--- src/rtl/car_pkg.sv ---
// Shared car constants: screen geometry, heading codes and unit steps.
// Imported by the frame sequencer and by the car drawer.
package car_pkg;

  localparam int SCREEN_W = 160;
  localparam int SCREEN_H = 120;
  localparam int BOX      = 15;

  localparam logic [2:0] DIR_E  = 3'd0;
  localparam logic [2:0] DIR_NE = 3'd1;
  localparam logic [2:0] DIR_N  = 3'd2;
  localparam logic [2:0] DIR_NW = 3'd3;
  localparam logic [2:0] DIR_W  = 3'd4;
  localparam logic [2:0] DIR_SW = 3'd5;
  localparam logic [2:0] DIR_S  = 3'd6;
  localparam logic [2:0] DIR_SE = 3'd7;

  typedef enum logic [2:0] {
    S_IDLE,
    S_ERASE,
    S_UPDATE,
    S_DRAW_REQ,
    S_DRAW_WAIT
  } seq_state_t;

  // North is decreasing Y.
  function automatic logic signed [1:0] step_dx(input logic [2:0] d);
    case (d)
      DIR_E, DIR_NE, DIR_SE: step_dx = 2'sd1;
      DIR_W, DIR_NW, DIR_SW: step_dx = -2'sd1;
      default:               step_dx = 2'sd0;
    endcase
  endfunction

  function automatic logic signed [1:0] step_dy(input logic [2:0] d);
    case (d)
      DIR_S, DIR_SW, DIR_SE: step_dy = 2'sd1;
      DIR_N, DIR_NW, DIR_NE: step_dy = -2'sd1;
      default:               step_dy = 2'sd0;
    endcase
  endfunction

endpackage

--- src/rtl/box_scan.sv ---
// Raster counter over a SIDE x SIDE box: k with mod/div offsets.
// Offsets presented are those of the position after the current one.
module box_scan
  import car_pkg::*;
#(
  parameter int SIDE = BOX
) (
  input  logic       clk,
  input  logic       rst_n,
  input  logic       en,
  output logic [3:0] nxt_col,
  output logic [3:0] nxt_row,
  output logic       wrap
);

  localparam logic [7:0] K_LAST = 8'(SIDE * SIDE - 1);
  localparam logic [3:0] C_LAST = 4'(SIDE - 1);

  logic [7:0] k;
  logic [3:0] col;
  logic [3:0] row;

  always_comb begin
    wrap = en && (k == K_LAST);
    if (col == C_LAST) begin
      nxt_col = 4'd0;
      nxt_row = row + 4'd1;
    end else begin
      nxt_col = col + 4'd1;
      nxt_row = row;
    end
  end

  always_ff @(posedge clk or negedge rst_n) begin
    if (!rst_n) begin
      k   <= 8'd0;
      col <= 4'd0;
      row <= 4'd0;
    end else if (en) begin
      if (wrap) begin
        k   <= 8'd0;
        col <= 4'd0;
        row <= 4'd0;
      end else begin
        k   <= k + 8'd1;
        col <= nxt_col;
        row <= nxt_row;
      end
    end
  end

endmodule

--- src/rtl/car_frame_sequencer.sv ---
// Per-frame car sequencer: erase old box, move/turn, request redraw.
// Ticks arriving while busy collapse into a single pending flag.
module car_frame_sequencer
  import car_pkg::*;
#(
  parameter int         X_SCREEN_PIXELS = SCREEN_W,
  parameter int         Y_SCREEN_PIXELS = SCREEN_H,
  parameter int         BOX             = car_pkg::BOX,
  parameter logic [8:0] BG_COLOUR       = 9'h000,
  parameter int         START_X         = 72,
  parameter int         START_Y         = 52,
  parameter int         START_DIR       = 2
) (
  input  logic       iClock,
  input  logic       iResetn,
  input  logic       iFrameTick,
  input  logic       iTurnL,
  input  logic       iTurnR,
  input  logic       iGo,
  input  logic       iDrawDone,
  output logic [7:0] oCarX,
  output logic [6:0] oCarY,
  output logic [2:0] oDir,
  output logic       oDrawCar,
  output logic [7:0] oX,
  output logic [6:0] oY,
  output logic [8:0] oColour,
  output logic       oPlot,
  output logic       oBusy
);

  localparam logic [7:0] X_MAX = 8'(X_SCREEN_PIXELS - BOX);
  localparam logic [7:0] Y_MAX = 8'(Y_SCREEN_PIXELS - BOX);

  seq_state_t state, state_n;
  logic       pending, pending_n;
  logic       start, scan_en, wrap;
  logic [3:0] nxt_col, nxt_row;

  box_scan #(.SIDE(BOX)) u_scan (
    .clk     (iClock),
    .rst_n   (iResetn),
    .en      (scan_en),
    .nxt_col (nxt_col),
    .nxt_row (nxt_row),
    .wrap    (wrap)
  );

  always_ff @(posedge iClock or negedge iResetn) begin
    if (!iResetn) begin
      state   <= S_IDLE;
      pending <= 1'b0;
    end else begin
      state   <= state_n;
      pending <= pending_n;
    end
  end

  always_comb begin
    state_n   = state;
    pending_n = pending | iFrameTick;
    case (state)
      S_IDLE: begin
        if (iFrameTick || pending) begin
          state_n   = S_ERASE;
          pending_n = 1'b0;
        end
      end
      S_ERASE:     if (wrap) state_n = S_UPDATE;
      S_UPDATE:    state_n = S_DRAW_REQ;
      S_DRAW_REQ:  state_n = S_DRAW_WAIT;
      S_DRAW_WAIT: if (iDrawDone) state_n = S_IDLE;
      default:     state_n = S_IDLE;
    endcase
    start    = (state == S_IDLE) && (state_n == S_ERASE);
    scan_en  = (state == S_ERASE);
    oBusy    = (state != S_IDLE);
    oDrawCar = (state == S_DRAW_REQ);
  end

  // Next heading and clamped position, evaluated in UPDATE only.
  logic [2:0]        dir_n;
  logic signed [1:0] dx, dy;
  logic signed [8:0] px, py;
  logic [7:0]        x_n;
  logic [6:0]        y_n;

  always_comb begin
    dir_n = oDir;
    if (iTurnL && !iTurnR)
      dir_n = oDir + 3'd1;
    else if (iTurnR && !iTurnL)
      dir_n = oDir - 3'd1;
    dx = step_dx(dir_n);
    dy = step_dy(dir_n);
    px = $signed({1'b0, oCarX});
    py = $signed({2'b0, oCarY});
    if (iGo) begin
      px = px + $signed({{7{dx[1]}}, dx});
      py = py + $signed({{7{dy[1]}}, dy});
    end
    if (px[8])
      x_n = 8'd0;
    else if (px[7:0] > X_MAX)
      x_n = X_MAX;
    else
      x_n = px[7:0];
    if (py[8])
      y_n = 7'd0;
    else if (py[7:0] > Y_MAX)
      y_n = Y_MAX[6:0];
    else
      y_n = py[6:0];
  end

  always_ff @(posedge iClock or negedge iResetn) begin
    if (!iResetn) begin
      oCarX <= 8'(START_X);
      oCarY <= 7'(START_Y);
      oDir  <= 3'(START_DIR);
    end else if (state == S_UPDATE) begin
      oCarX <= x_n;
      oCarY <= y_n;
      oDir  <= dir_n;
    end
  end

  // Pixel k is loaded on the edge entering its cycle, so oPlot tracks ERASE.
  always_ff @(posedge iClock or negedge iResetn) begin
    if (!iResetn) begin
      oX      <= 8'd0;
      oY      <= 7'd0;
      oColour <= 9'd0;
      oPlot   <= 1'b0;
    end else begin
      oPlot <= start | (scan_en & ~wrap);
      if (start) begin
        oX      <= oCarX;
        oY      <= oCarY;
        oColour <= BG_COLOUR;
      end else if (scan_en && !wrap) begin
        oX <= oCarX + {4'b0, nxt_col};
        oY <= oCarY + {3'b0, nxt_row};
      end
    end
  end

endmodule

--- config.mk ---
export PLATFORM = sky130hd
export DESIGN_NAME = car_frame_sequencer
export DESIGN_NICKNAME = d
export VERILOG_FILES = /design/src/rtl/car_pkg.sv /design/src/rtl/box_scan.sv /design/src/rtl/car_frame_sequencer.sv
export SDC_FILE = /design/constraint.sdc
export NUM_CORES = 1
export LEC_CHECK = 0
export CAP_MARGIN = 0
export CORE_MARGIN = 2
export CORE_UTILIZATION = 40
export DETAILED_ROUTE_END_ITERATION = 16
export PLACE_DENSITY = 0.63
export SYNTH_ARGS = -nofsm -noshare
export SYNTH_HDL_FRONTEND = slang
export SYNTH_HIERARCHICAL = 1
export SYNTH_SLANG_ARGS = --single-unit
--- constraint.sdc ---
create_clock -name iClock -period 3.6 [get_ports iClock]
set_clock_uncertainty 0.05 [all_clocks]
set_input_delay 0.54 -clock iClock [delete_from_list [all_inputs] [get_ports iClock]]
set_output_delay 0.54 -clock iClock [all_outputs]
set_load 0.005 [all_outputs]
==> results of run 1 <==
==> critical path, delay by kind of cell (launching register included) <==
kind | cells | cell delay, ns
multiplexers | 2 | 0.42
flip-flops | 1 | 0.57
buffers and inverters | 4 | 0.47
adder cells (fa/ha/maj) | 2 | 0.36
AO/OA/AOI/OAI | 6 | 1.14
AND/OR/NAND/NOR | 4 | 0.61
==> metrics by stage <==
| step | util | std cells |
|---|---|---|
| floorplan | - | 456 |
| global placement | 0.5037 | 663 |
| detailed placement | 0.5037 | 663 |
| CTS | 0.5364 | 678 |
| global route | 0.5614 | 685 |
| finish | 0.5614 | 685 |
==> per-layer routing <==
layer  up-vias  part of all wire  track usage
met5         -                 0            0
met4         0            0.0065      0.03378
met3         7             0.039      0.03008
met2        56              0.50       0.3327
met1      1771              0.45       0.2482
li1       1807                 -            -
==> cells by family after synthesis <==
kind of cell    share of synthesized area
mux                               0.01590
xor+xnor                          0.05893
fa+ha+maj                          0.1104
flops                              0.3386
compound gates                     0.2233
other cells                     0.0009346
buf+inv                           0.06798
simple gates                       0.1840
==> power groups by stage <==
stage                     logic (mW)  registers, mW  clock network, mW
after CTS                       1.27          0.937              0.457
after global routing            1.50          0.967              0.479
final                           1.34          0.939              0.443
after floorplan                0.785          0.916                  0
after global placement          1.22          0.941                  0
after detailed placement        1.25          0.944                  0
==> worst paths after layout <==
path / endpoint / cells after the start / slack (ns)
hold reg to reg: oX[0] / 2 / 0.44
setup / recovery: oCarX[0] / 18 / -0.13
hold / removal: oY[4] / 1 / 0.26
min in group iClock: oX[0] / 2 / 0.44
max in group asynchronous: oX[5] / 2 / 2.46
setup reg to reg: oCarX[0] / 18 / -0.13
==> layout by cell type, fill, tap and decap left out, types with 10 or more instances in the layout <==
| master | n |
|---|---|
| nor2_1 | 23 |
| clkdlybuf4s50_1 | 40 |
| ha_1 | 18 |
| xnor2_1 | 16 |
| buf_4 | 63 |
| o21ai_0 | 18 |
| nor2b_1 | 10 |
| inv_1 | 29 |
| ha_4 | 11 |
| nand2_1 | 42 |
| a21oi_1 | 27 |
| dfrtp_1 | 48 |
| nor3_1 | 10 |
==> what timing repair did <==
item | in CTS | in global routing
gates cloned | 0 | 0
endpoints found under the setup margin | 13 | 15
gates resized for setup | 27 | 33
buffers inserted | 7 | 7
pin swaps | 18 | 28
hold buffers | 0 | 0
==> Yosys cell counts, types with 3 or more instances <==
cell type  number
o211ai_1        3
clkbuf_1        7
ha_1           29
a21oi_1        29
a21o_1          7
nor2b_1        10
nand2b_1        5
and3_1          7
or3_1           3
fa_1            4
nor3_1         11
a22oi_1         4
a31oi_1         9
mux2_2          3
nand3_1         9
xnor2_1        16
o31ai_1         7
mux2i_1         3
dfrtp_1        48
nand2_1        42
o21ai_1        11
inv_1          32
xor2_1         11
buf_6           3
nand4_1         6
dfstp_2         6
o21ai_0        20
buf_4          10
a22o_1          8
nor2_1         25
nor3b_1         5
==> state kept, by name (all words and copies together), names as in the netlist <==
signal	cells
u_scan/k	8
oCarY	7
pending	1
state	3
u_scan/col	4
oDir	3
oY	7
oCarX	8
u_scan/row	4
oPlot	1
oX	8
==> area by class of cell <==
type                    instances  share of cell area
flip-flops and latches         54              0.2476
well taps                     133             0.03032
repair buffers                111              0.1740
multi-input cells             346              0.5025
clock inverters                 2            0.007068
inverters                      33             0.02348
clock buffers                   6             0.01505
==> flow_metrics.tcl, run 1 <==
set metrics [dict create \
    run_status "complete, but fails checks" \
    violations "negative setup slack" \
    numCtsBuffers 5 \
    ys_types 77 \
    cts-root-buf "clkbuf_8" \
    clk_pin_slew_ns 0.11 \
    period_minus_slack_ns 3.733 \
    die_x_um 104.2 \
    clockPowerShare 0.163 \
    fill_cells 896 \
    syn_area_mm2 0.004013 \
    synth_top_area_cell "dfrtp_1" \
    path_max_fanout 5 \
    row_count 36 \
    worstSetupStartpointType "flop" \
    r2r_start "oDir[1]" \
    drv_slew 0 \
    globalplace.congestion 0.8638 \
    cp_data_arrival_time_ns 3.89 \
    powerDensity_mw_per_mm2 495.8 \
    tns_ns -0.7065 \
    power.leakage_nw 2.386 \
    start_util 0.4105 \
    hold_viol 0 \
    syn_avg_cell_area_um2 8.957 \
    worst_pin_slew_ns 0.8384 \
    grt_max_degree 38 \
    yosysWarningCount 6 \
    wl_per_cell_um 15.39 \
    dp_worst_setup_slack_ns -0.5281 \
    die_h_um 104.2 \
    drtPass1Iterations 4 \
    grtUsageTotal 0.1892 \
    setup_ws_ns -0.1334 \
    drive_above_1_share 0.2717 \
    design_area_mm2 0.005488 \
    wl_um 10540 \
    fmax_ghz 0.2679 \
    core_region_area_mm2 0.009774 \
    critPathKind "flop to flop" \
    seqPwrFrac 0.345 \
    rsz0062_at_grt "yes" \
    drcViolationCount 0 \
    synth.top_cell.area_share 0.2993 \
    clkSinkCount 54 \
    grt_pass1_wl_um 16970 \
    power.share.combinational 0.492 \
    power.switching_mw 1.030 \
    dp_hpwl_um 7553 \
    critPathSlowestCell "dfstp_2" \
    drt.antenna.violating_nets 0 \
    ys_async_sr_fraction 1.000 \
    dpl_cell_area_mm2 0.004923 \
    clock_latency_ns 0.32 \
    post_drt_via_cell_ratio 5.315 \
    multi_input_area_mm2 0.002758 \
    vias 3641 \
    crit_required_ns 3.76 \
    p_total_mw 2.721 \
    hold_slack_ns 0.2568 \
    clk_path_buf_depth 2 \
    crit_path_end_kind "flop" \
    period_share 1.037 \
    dr.first_iter.drc_count 133 \
    path_cells "inv_2 > ha_4 > and3b_4 > o21a_4 > nor2_4 > mux2i_2 > a21o_4 > buf_4 > buf_6 > ha_4 > and3_1 > o2bb2ai_2 > mux2i_2 > a31oi_1 > nand3_1 > buf_4 > a22o_1 > a22o_1" \
    grt_pass1_vias 3569 \
    boundaryPins 52 \
    vdd_ir_drop_max_v 0.0002473 \
    synthToLayoutAreaGrowth_pct 36.76 \
    cts_tree "yes" \
    relSlewSlack 0.4410 \
    seqCellArea_mm2 0.001359 \
    hold_path.class "primary input to async pin" \
    grt-ovfl-total 0 \
    ys_seq_elements 54 \
    setup_viol 9 \
    syn-instance-count 448 \
    ys_seq_area_frac 0.3386 \
    port_buffers 42 \
    p_int_mw 1.691 \
    max_stage_delay_ns 0.57 \
    crit_start "oDir[1]" \
    antenna_cells 0 \
    maxCapViolCount 0 \
    antenna_found_initial 0 \
    nNetsFinal 591 \
    cts_max_level 2 \
    synth.area.top_cells "dfrtp_1 30%, ha_1 9.0%, dfstp_2 3.9%, nand2_1 3.9%, a21oi_1 3.6%" \
    synth_flop_cell "dfrtp_1" \
    p_sw_frac 0.3787 \
    synth_edf_count 0 \
    dieArea_mm2 0.01085 \
]
Power figures use the tool's default switching activity.
==> run 2: changes to the inputs <==
--- a/config.mk
+++ b/config.mk
@@ -5,11 +5,11 @@
 export SDC_FILE = /design/constraint.sdc
 export NUM_CORES = 1
 export LEC_CHECK = 0
-export CAP_MARGIN = 0
-export CORE_MARGIN = 2
-export CORE_UTILIZATION = 40
+export CAP_MARGIN = 15
+export CORE_MARGIN = 10
+export CORE_UTILIZATION = 51
 export DETAILED_ROUTE_END_ITERATION = 16
-export PLACE_DENSITY = 0.63
+export PLACE_DENSITY = 0.78
 export SYNTH_ARGS = -nofsm -noshare
 export SYNTH_HDL_FRONTEND = slang
 export SYNTH_HIERARCHICAL = 1
==> flow_metrics.tcl, run 2 (same netlist as run 1, synthesis figures left out) <==
set metrics [dict create \
    maxCapViolCount 0 \
    path_max_fanout 5 \
    design_area_mm2 0.005291 \
    cts_hold_buf 0 \
    drt.antenna.violating_nets 0 \
    period_minus_slack_ns 3.794 \
    drcViolationCount 0 \
    die_h_um 108.7 \
    rr_endpoint "oCarX[4]" \
    path_buf_inv 1 \
    r2r_slack_ns -0.19 \
    cts_tree "yes" \
    vias 3695 \
    reg.largest.list "oCarX (8), oX (8), u_scan/k (8)" \
    globalplace.congestion 0.8761 \
    numCtsBuffers 5 \
    wl_per_cell_um 16.87 \
    power.leakage_nw 2.316 \
    core_region_area_mm2 0.007687 \
    drive_above_1_share 0.2546 \
    antenna_cells 0 \
    layout_commonest_cell "buf_4" \
    cts_max_level 2 \
    drtPass1Iterations 5 \
    dpl_cell_area_mm2 0.004885 \
    path_cells "inv_2 > ha_4 > and3b_4 > o21a_4 > o22ai_1 > nand2_1 > a21o_4 > fa_2 > a211oi_4 > nor3_4 > o2111a_1 > a311oi_2 > nand3_1 > a221o_1 > a22o_1" \
    fill_cells 608 \
    grtUsageTotal 0.1754 \
    period_share 1.054 \
    critPathSlowestCell "dfstp_2" \
    run_status "complete, but fails checks" \
    r2r_start "oDir[1]" \
    synthToLayoutAreaGrowth_pct 31.87 \
    crit_family "compound AO/OA/AOI/OAI gates" \
    grt_max_degree 38 \
    start_util 0.5220 \
    rsz0062_at_grt "yes" \
    setup_ws_ns -0.1935 \
    clk_path_buf_depth 2 \
    boundaryPins 52 \
    post_drt_via_cell_ratio 5.738 \
    dr.first_iter.drc_count 155 \
    worstSetupStartpointType "flop" \
    hold_viol 0 \
    hold_slack_ns 0.2498 \
    die_x_um 108.7 \
    clock_latency_ns 0.31 \
    dp.cells 632 \
    tns_ns -0.8396 \
    dp_hpwl_um 8086 \
    cp_data_arrival_time_ns 3.96 \
    rr_worst_depth 15 \
    wl_um 10870 \
    relSlewSlack 0.4739 \
    p_total_mw 2.649 \
    port_buffers 42 \
    vdd_ir_drop_max_v 0.0002239 \
    violations "negative setup slack" \
    layout_common_cells "56 x buf_4, 47 x dfrtp_1, 42 x nand2_1" \
    nNetsFinal 581 \
    cp_num_cells 15 \
    clkSinkCount 54 \
    instances_no_fill 644 \
    grt_pass1_vias 3573 \
    max_stage_delay_ns 0.58 \
    setup_viol 9 \
    grt_pass1_wl_um 17120 \
    powerDensity_mw_per_mm2 500.6 \
    fmax_ghz 0.2636 \
    dieArea_mm2 0.01182 \
    cts-root-buf "clkbuf_8" \
    worst_pin_slew_ns 0.7891 \
    crit_required_ns 3.76 \
    antenna_found_initial 0 \
    crit_path_end_kind "flop" \
    clk_pin_slew_ns 0.10 \
    row_count 32 \
    grt-ovfl-total 0 \
    drv_slew 0 \
    hold_path.class "primary input to async pin" \
    critPathKind "flop to flop" \
]
==> run 2: changes by cell type in the layout (fill, tap and decap cells not counted), sizes merged <==
| cell | previous run | this run |
|---|---|---|
| buf | 70 | 60 |
| bufinv | 1 | 0 |
| clkbuf | 6 | 5 |
| inv | 34 | 36 |
==> run 2: routing by layer <==
layer,global-route usage,vias up,share of wire
met5,0,-,0
met4,0.05179,0,0.023
met3,0.03658,26,0.045
met2,0.3134,103,0.51
met1,0.2068,1779,0.42
li1,-,1787,-
==> run 2: where the power goes <==
part | total (mW) | internal (mW) | switching (mW) | leakage (nW)
combinational | 1.34 | 0.679 | 0.663 | 1.61
sequential | 0.946 | 0.774 | 0.172 | 0.653
clock | 0.360 | 0.145 | 0.215 | 0.0495
==> run 2: worst max-delay path by stage <==
stage,startpoint,end,slack [ns]
2_1_floorplan,oDir[1],oCarX[4],-0.12
3_3_place_gp,iTurnR,oCarX[4],-0.40
3_5_place_dp,iTurnR,oCarY[4],-0.47
4_1_cts,oDir[1],oCarY[1],-0.09
5_1_grt,oDir[1],oCarX[4],-0.31
6_report,oDir[1],oCarX[4],-0.19
==> run 2: layout make-up <==
class,count,area [um2],share of cell area
Sequential cell,54,1360,0.2570
Clock buffer,5,68.82,0.01301
Timing Repair Buffer,101,868.3,0.1641
Clock inverter,3,26.28,0.004966
Multi-Input combinational cell,346,2714,0.5129
Inverter,33,126.4,0.02388
Tap cell,102,127.6,0.02412
==> run 2: repair_timing <==
action	CTS	global route
setup buffers	1	3
gates resized for setup	25	28
cloned	0	0
pin swaps	15	24
setup endpoints to repair	13	13
==> run 2: stage by stage <==
stage	setup WS, ns	util
6_report	-0.1935	0.6883
3_5_place_dp	-0.4718	0.6354
3_3_place_gp	-0.3999	0.6354
5_1_grt	-0.3123	0.6883
4_1_cts	-0.09178	0.6650
2_1_floorplan	-0.1167	-
